File: src/rtl/seq_display_monitor.sv
// Two-digit 7-segment display monitor.
// Debounces the {tens, units} glyph pair and decodes it to a number. The
// number is tracked around the ring 5,10,15,4,9,14,3,8. The block reports
// position, direction and step pulses, along with step-rate, error and
// timeout status.

module seq_display_monitor #(
    parameter int fpga_f     = 50_000_000,
    parameter int n          = 4,
    parameter int stable_cyc = 4
) (
    input  logic         clk,
    input  logic         reset,
    input  logic [6:0]   seg1,
    input  logic [6:0]   seg0,
    output logic [n-1:0] value,
    output logic [2:0]   pos,
    output logic         dir,
    output logic         locked,
    output logic         step,
    output logic         dir_change,
    output logic         rate_fast,
    output logic [1:0]   err_code,
    output logic         err_sticky,
    output logic         timeout
);

    typedef enum logic [1:0] {
        IDLE    = 2'd0,
        ACQUIRE = 2'd1,
        TRACK   = 2'd2,
        FAULT   = 2'd3
    } state_t;

    // Interval thresholds, computed in 64 bits so large clock rates cannot overflow.
    localparam logic [31:0] RATE_THR = 32'((64'(fpga_f) * 64'd3) / 64'd4);
    localparam logic [31:0] TO_CYC   = 32'((64'(fpga_f) * 64'd5) / 64'd2);

    localparam int            HW       = $clog2(stable_cyc + 1) + 1;
    localparam logic [HW-1:0] HOLD_MAX = HW'(stable_cyc - 1);

    localparam logic [1:0] ERR_NONE  = 2'd0;
    localparam logic [1:0] ERR_GLYPH = 2'd1;
    localparam logic [1:0] ERR_TABLE = 2'd2;
    localparam logic [1:0] ERR_JUMP  = 2'd3;

    // Hex glyph decoder, active-low {g,f,e,d,c,b,a}; returns {valid, digit}.
    function automatic logic [4:0] glyph_decode(input logic [6:0] g);
        logic [4:0] r;
        case (g)
            7'h40:   r = {1'b1, 4'h0};
            7'h79:   r = {1'b1, 4'h1};
            7'h24:   r = {1'b1, 4'h2};
            7'h30:   r = {1'b1, 4'h3};
            7'h19:   r = {1'b1, 4'h4};
            7'h12:   r = {1'b1, 4'h5};
            7'h02:   r = {1'b1, 4'h6};
            7'h78:   r = {1'b1, 4'h7};
            7'h00:   r = {1'b1, 4'h8};
            7'h10:   r = {1'b1, 4'h9};
            7'h08:   r = {1'b1, 4'hA};
            7'h03:   r = {1'b1, 4'hB};
            7'h46:   r = {1'b1, 4'hC};
            7'h21:   r = {1'b1, 4'hD};
            7'h06:   r = {1'b1, 4'hE};
            7'h0E:   r = {1'b1, 4'hF};
            default: r = 5'd0;
        endcase
        return r;
    endfunction

    // Ring table of tracked values.
    function automatic logic [7:0] tbl_val(input logic [2:0] idx);
        logic [7:0] r;
        case (idx)
            3'd0:    r = 8'd5;
            3'd1:    r = 8'd10;
            3'd2:    r = 8'd15;
            3'd3:    r = 8'd4;
            3'd4:    r = 8'd9;
            3'd5:    r = 8'd14;
            3'd6:    r = 8'd3;
            3'd7:    r = 8'd8;
            default: r = 8'd0;
        endcase
        return r;
    endfunction

    // Reverse lookup; returns {found, index}. Table entries are distinct.
    function automatic logic [3:0] tbl_find(input logic [7:0] v);
        logic [3:0] r;
        r = 4'd0;
        for (int i = 0; i < 8; i++) begin
            r = (tbl_val(3'(i)) == v) ? {1'b1, 3'(i)} : r;
        end
        return r;
    endfunction

    // Registers
    state_t        state_q, state_d;
    logic [13:0]   samp_q, samp_d;
    logic [HW-1:0] hold_q, hold_d;
    logic          acc_valid_q, acc_valid_d;
    logic [13:0]   acc_pat_q, acc_pat_d;
    logic [31:0]   cnt_q, cnt_d;
    logic          anchor_q, anchor_d;
    logic [n-1:0]  value_q, value_d;
    logic [2:0]    pos_q, pos_d;
    logic          dir_q, dir_d;
    logic          locked_q, locked_d;
    logic          step_q, step_d;
    logic          dchg_q, dchg_d;
    logic          rate_q, rate_d;
    logic [1:0]    err_q, err_d;
    logic          sticky_q, sticky_d;
    logic          tmo_q, tmo_d;

    // Combinational helpers
    logic          accept_s;
    logic [4:0]    tens_s, units_s;
    logic [7:0]    val_s;
    logic          dec_ok_s;
    logic [3:0]    find_s;
    state_t        eff_s;

    // Sample the glyph pair and count how long it has stayed unchanged.
    always_comb begin
        samp_d      = {seg1, seg0};
        hold_d      = {HW{1'b0}};
        acc_valid_d = acc_valid_q;
        acc_pat_d   = acc_pat_q;
        if (samp_d == samp_q) begin
            hold_d = (hold_q == HOLD_MAX) ? hold_q : hold_q + {{(HW-1){1'b0}}, 1'b1};
        end else begin
            hold_d = {HW{1'b0}};
        end
        accept_s = (hold_q == HOLD_MAX) && (!acc_valid_q || (samp_q != acc_pat_q));
        if (accept_s) begin
            acc_valid_d = 1'b1;
            acc_pat_d   = samp_q;
        end else begin
            acc_pat_d   = acc_pat_q;
        end
    end

    // Decode the sampled pattern and find where it sits in the ring.
    always_comb begin
        tens_s   = glyph_decode(samp_q[13:7]);
        units_s  = glyph_decode(samp_q[6:0]);
        val_s    = ({4'd0, tens_s[3:0]} * 8'd10) + {4'd0, units_s[3:0]};
        dec_ok_s = tens_s[4] && units_s[4] && (tens_s[3:0] <= 4'd1) && (val_s <= 8'd15);
        find_s   = tbl_find(val_s);
    end

    // Saturating interval counter, restarted by every acceptance.
    always_comb begin
        if (accept_s) begin
            cnt_d = 32'd0;
        end else if (cnt_q == 32'hFFFF_FFFF) begin
            cnt_d = cnt_q;
        end else begin
            cnt_d = cnt_q + 32'd1;
        end
    end

    // Next state and outputs. FAULT behaves as its one-cycle successor so an
    // acceptance arriving during FAULT is still evaluated.
    always_comb begin
        if (state_q == FAULT) begin
            eff_s = anchor_q ? ACQUIRE : IDLE;
        end else begin
            eff_s = state_q;
        end
        state_d  = eff_s;
        anchor_d = anchor_q;
        value_d  = value_q;
        pos_d    = pos_q;
        dir_d    = dir_q;
        rate_d   = rate_q;
        err_d    = err_q;
        step_d   = 1'b0;
        dchg_d   = 1'b0;
        tmo_d    = 1'b0;

        if (accept_s) begin
            if (!dec_ok_s || !find_s[3]) begin
                // Bad glyph or value off the ring: hold value/pos, fall to IDLE.
                err_d    = dec_ok_s ? ERR_TABLE : ERR_GLYPH;
                anchor_d = 1'b0;
                state_d  = (eff_s == IDLE) ? IDLE : FAULT;
            end else begin
                case (eff_s)
                    IDLE: begin
                        state_d = ACQUIRE;
                        value_d = n'(val_s);
                        pos_d   = find_s[2:0];
                        err_d   = ERR_NONE;
                    end
                    ACQUIRE, TRACK: begin
                        value_d = n'(val_s);
                        pos_d   = find_s[2:0];
                        if (find_s[2:0] == (pos_q + 3'd1)) begin
                            state_d = TRACK;
                            dir_d   = 1'b1;
                            step_d  = 1'b1;
                            dchg_d  = (eff_s == TRACK) && !dir_q;
                            rate_d  = (cnt_q < RATE_THR);
                            err_d   = ERR_NONE;
                        end else if (find_s[2:0] == (pos_q - 3'd1)) begin
                            state_d = TRACK;
                            dir_d   = 1'b0;
                            step_d  = 1'b1;
                            dchg_d  = (eff_s == TRACK) && dir_q;
                            rate_d  = (cnt_q < RATE_THR);
                            err_d   = ERR_NONE;
                        end else begin
                            // Legal ring value but not a neighbour: re-anchor on it.
                            state_d  = FAULT;
                            anchor_d = 1'b1;
                            err_d    = ERR_JUMP;
                        end
                    end
                    default: begin
                        state_d = IDLE;
                    end
                endcase
            end
        end else if (((eff_s == ACQUIRE) || (eff_s == TRACK)) && (cnt_q >= TO_CYC)) begin
            tmo_d   = 1'b1;
            state_d = IDLE;
        end else begin
            tmo_d   = 1'b0;
        end

        sticky_d = sticky_q || (err_d != ERR_NONE);
        locked_d = (state_d == TRACK);
    end

    // State and output registers with synchronous reset.
    always_ff @(posedge clk) begin
        if (reset) begin
            state_q     <= IDLE;
            samp_q      <= 14'h3FFF;
            hold_q      <= {HW{1'b0}};
            acc_valid_q <= 1'b0;
            acc_pat_q   <= 14'h0000;
            cnt_q       <= 32'd0;
            anchor_q    <= 1'b0;
            value_q     <= {n{1'b0}};
            pos_q       <= 3'd0;
            dir_q       <= 1'b1;
            locked_q    <= 1'b0;
            step_q      <= 1'b0;
            dchg_q      <= 1'b0;
            rate_q      <= 1'b0;
            err_q       <= 2'd0;
            sticky_q    <= 1'b0;
            tmo_q       <= 1'b0;
        end else begin
            state_q     <= state_d;
            samp_q      <= samp_d;
            hold_q      <= hold_d;
            acc_valid_q <= acc_valid_d;
            acc_pat_q   <= acc_pat_d;
            cnt_q       <= cnt_d;
            anchor_q    <= anchor_d;
            value_q     <= value_d;
            pos_q       <= pos_d;
            dir_q       <= dir_d;
            locked_q    <= locked_d;
            step_q      <= step_d;
            dchg_q      <= dchg_d;
            rate_q      <= rate_d;
            err_q       <= err_d;
            sticky_q    <= sticky_d;
            tmo_q       <= tmo_d;
        end
    end

    assign value      = value_q;
    assign pos        = pos_q;
    assign dir        = dir_q;
    assign locked     = locked_q;
    assign step       = step_q;
    assign dir_change = dchg_q;
    assign rate_fast  = rate_q;
    assign err_code   = err_q;
    assign err_sticky = sticky_q;
    assign timeout    = tmo_q;

endmodule

File: config.mk
export PLATFORM = sky130hd
export DESIGN_NAME = seq_display_monitor
export DESIGN_NICKNAME = d
export VERILOG_FILES = /design/src/rtl/seq_display_monitor.sv
export SDC_FILE = /design/constraint.sdc
export NUM_CORES = 1
export LEC_CHECK = 0
export BUFFER_PORTS_ARGS = -buffer_cell sky130_fd_sc_hd__buf_2
export CAP_MARGIN = 15
export CELL_PAD_IN_SITES_DETAIL_PLACEMENT = 1
export CELL_PAD_IN_SITES_GLOBAL_PLACEMENT = 1
export CORE_ASPECT_RATIO = 1.5
export CORE_MARGIN = 2
export CORE_UTILIZATION = 42
export CTS_CLUSTER_SIZE = 10
export DETAILED_ROUTE_END_ITERATION = 8
export GPL_TIMING_DRIVEN = 0
export HOLD_SLACK_MARGIN = 0.15
export PLACE_DENSITY = 0.83
export SYNTH_ARGS = -nofsm -noshare
export SYNTH_HDL_FRONTEND = slang
export SYNTH_SLANG_ARGS = --single-unit
File: constraint.sdc
create_clock -name clk -period 4.9 [get_ports clk]
set_clock_uncertainty 0.1 [all_clocks]
set_input_delay 0.245 -clock clk [delete_from_list [all_inputs] [get_ports clk]]
set_output_delay 0.245 -clock clk [all_outputs]
set_load 0.03 [all_outputs]
==> flow_summary.yaml <==
global_routing:
  antenna_found_initial: 0
  grt_max_degree: 13
  grt_pass1_wl_um: 23900
  grt_usage_pct: 23.5
  overflow: 0
  grt_pass1_vias: 4966
critical_path:
  cp_max_fo: 7
  crit_path_max_incr_delay_ns: 0.46
  cp_top_family: "simple AND/OR/NAND/NOR gates"
  critPathKind: "reg -> reg"
  critPathRequiredTime_ns: 5.01
  rrSetupSlack_ns: 0.05
  critical_path.startpoint_type: "register"
  worstPathBufferInverterCount: 5
  cp.arrival_ns: 4.96
  cp_slowest_cell: "fa_2"
  crit_chain: "buf_6 -> clkbuf_16 -> buf_8 -> nand3_2 -> o22ai_1 -> a21oi_1 -> nor2_1 -> or3_4 -> ha_4 -> ha_4 -> inv_2 -> fa_2 -> and2_4 -> a221o_1 -> or2_4 -> or3_4 -> buf_4 -> and3b_1 -> o211ai_1 -> nor2_1 -> or3_1"
  endpoint_kind: "register"
layout:
  fin_nets: 706
  design_area_um2: 6130
  fill_cells: 1388
  area_growth_pct: 22.4
  num_antenna_cells: 0
  final_cells: 827
  drive_gt1_share_pct: 18.6
clock_network:
  cts_tree: "yes"
  h-tree-depth: 3
  insertion_delay_ns: 0.34
  cts.sinks: 84
  cts_made_buffers: 9
  cts-root-buf: "clkbuf_16"
  clk_pin_slew_ns: 0.06
  cts.path.max_buffers: 2
logic_synthesis:
  ys_types: 70
  synth_top_area_cell: "dfxtp_1"
  yosysWarnings: 0
  syn_nets: 638
  syn_inst: 605
  yosysTopAreaCellShare_pct: 33.6
  synth_most_common_cell: "nor2_1"
  synth_edf_count: 0
  synth.area.top_cells: "dfxtp_1 (34%), xor2_1 (7.2%), nor2_1 (6.5%), mux2i_1 (4.8%), xnor2_1 (4.7%)"
  async_flop_share_pct: 0
  yosys-top-cells-count: "nor2_1 (87), dfxtp_1 (84), xor2_1 (41), nand2_1 (28), xnor2_1 (27)"
  synth_area_um2: 5010
  synth.yosys.seq_area_share_pct: 33.6
  synth_seq_cells: 84
  avgSynthCellArea_um2: 8.28
  synth_ff_type: "dfxtp_1"
placed_design:
  dp_cells: 786
  portBuffers: 31
  dp_hpwl_um: 10600
  place_congestion: 0.857
  place_ws_ns: -0.377
  post_dp_cell_area_um2: 5350
detailed_routing:
  wirelength_um: 15500
  postRouteAntennaNets: 0
  drc: 0
  num_vias: 4710
  vias_per_cell: 5.70
  drt_iter0_markers: 170
  dr.pass1.iters: 6
  wl_per_cell_um: 18.7
sta:
  relSlewSlack_pct: 48.6
  finalMaxSlewViolations: 0
  worstMarginPinSlew_ns: 0.767
  worst_slack_ns: 0.0542
  rsz0062_at_grt: "yes"
  finalCritPeriodShare_pct: 98.9
  fmax_ghz: 0.206
  hold_viol_final: 0
  period_needed_ns: 4.85
  setup_viol: 0
  finalSetupTns_ns: 0
die:
  core_area_um2: 11600
  start_util_pct: 43.2
  io_pins: 32
  die_y_um: 138
  num_rows: 48
  die_x_um: 93.2
  die-area_um2: 12800
worst_hold_path:
  hold_path.class: "in -> reg"
outcome:
  status: "completed"
pwr:
  power_leakage_nw: 2.31
  cellPowerDensity_nw_per_um2: 249
  ir_worst_vdd_mv: 0.181
run:
  drv_cap: 0
[cells by family after synthesis]
group           count (synthesis)  synth area share [%]
fa+ha+maj                      17                  4.55
xor+xnor                       68                  11.9
simple gates                  260                  27.0
mux                            24                  4.80
compound gates                 96                  13.9
flops                          84                  33.6
buf+inv                        56                  4.30
[layout make-up]
type,instances,area [um^2],area share (%)
repair buffers,59,409,6.67
plain buffers,32,203,3.31
clock buffers,13,250,4.08
well taps,150,188,3.06
multi-input cells,465,3270,53.4
flip-flops and latches,84,1690,27.6
clock inverters,2,35.0,0.572
inverters,22,82.6,1.35
[state kept, by name (all words and copies together) (netlist names)]
| name | count |
|---|---|
| acc_pat_q | 14 |
| rate_fast | 1 |
| samp_q | 14 |
| dir_change | 1 |
| anchor_q | 1 |
| err_code | 2 |
| timeout | 1 |
| step | 1 |
| state_q | 2 |
| value | 4 |
| hold_q | 4 |
| acc_valid_q | 1 |
| err_sticky | 1 |
| cnt_q | 32 |
| dir | 1 |
| locked | 1 |
| pos | 3 |
[routing by layer]
layer,global-route usage (%),vias to the layer above,part of all wire (%)
met2,46.9,66,57
met3,4.21,32,1.8
li1,-,2265,-
met1,23.7,2347,38
met4,9.07,0,3.3
met5,0,-,0
[final timing paths]
kind / end / cells past startpoint / from
worst max register to register: dir / 21 / samp_q[7]
worst max-delay path: dir / 21 / samp_q[7]
worst min-delay path: cnt_q[3] / 4 / reset
worst min register to register: rate_fast / 2 / rate_fast
[per-stage QoR]
stage | utilization (%) | power [mW] | hold slack [ns]
floorplan | - | 0.797 | 0.252
global placement | 46.2 | 0.831 | 0.355
detailed placement | 46.2 | 0.835 | 0.364
CTS | 50.6 | 1.52 | 0.357
global route | 52.9 | 1.59 | 0.390
finish | 52.9 | 1.53 | 0.349
[repair_timing]
| item | in CTS | in global routing |
|---|---|---|
| pin swaps | 7 | 21 |
| endpoints found under the setup margin | 10 | 9 |
| endpoints found under the hold margin | 14 | 0 |
| buffers inserted | 1 | 12 |
| hold buffers | 14 | 0 |
| resized for setup | 25 | 50 |
[placed cells by master (no fill, tap or decap), types with 12 or more instances in the layout]
cell	count
nand4_1	16
dfxtp_1	80
dlygate4sd3_1	14
nor3_1	14
nand2_1	28
xor2_1	40
nand3_1	23
xnor2_1	27
mux2i_1	24
o21ai_0	12
inv_1	21
nor2_1	86
buf_2	31
clkbuf_1	17
buf_4	13
or2_2	15
a21oi_1	25
[power by group]
part           internal, mW  switching, mW
clock network         0.406          0.268
logic                0.0658         0.0852
registers             0.691         0.0113
[worst reg2reg max path: cells and delay by family, from the launching register on]
| family | cells | cell delay [ns] |
|---|---|---|
| adder cells (fa/ha/maj) | 3 | 0.79 |
| flip-flops | 1 | 0.31 |
| buffers and inverters | 5 | 0.61 |
| AND/OR/NAND/NOR | 9 | 2.02 |
| AO/OA/AOI/OAI | 4 | 0.88 |
Note: power is estimated with default switching activity, not from simulation.
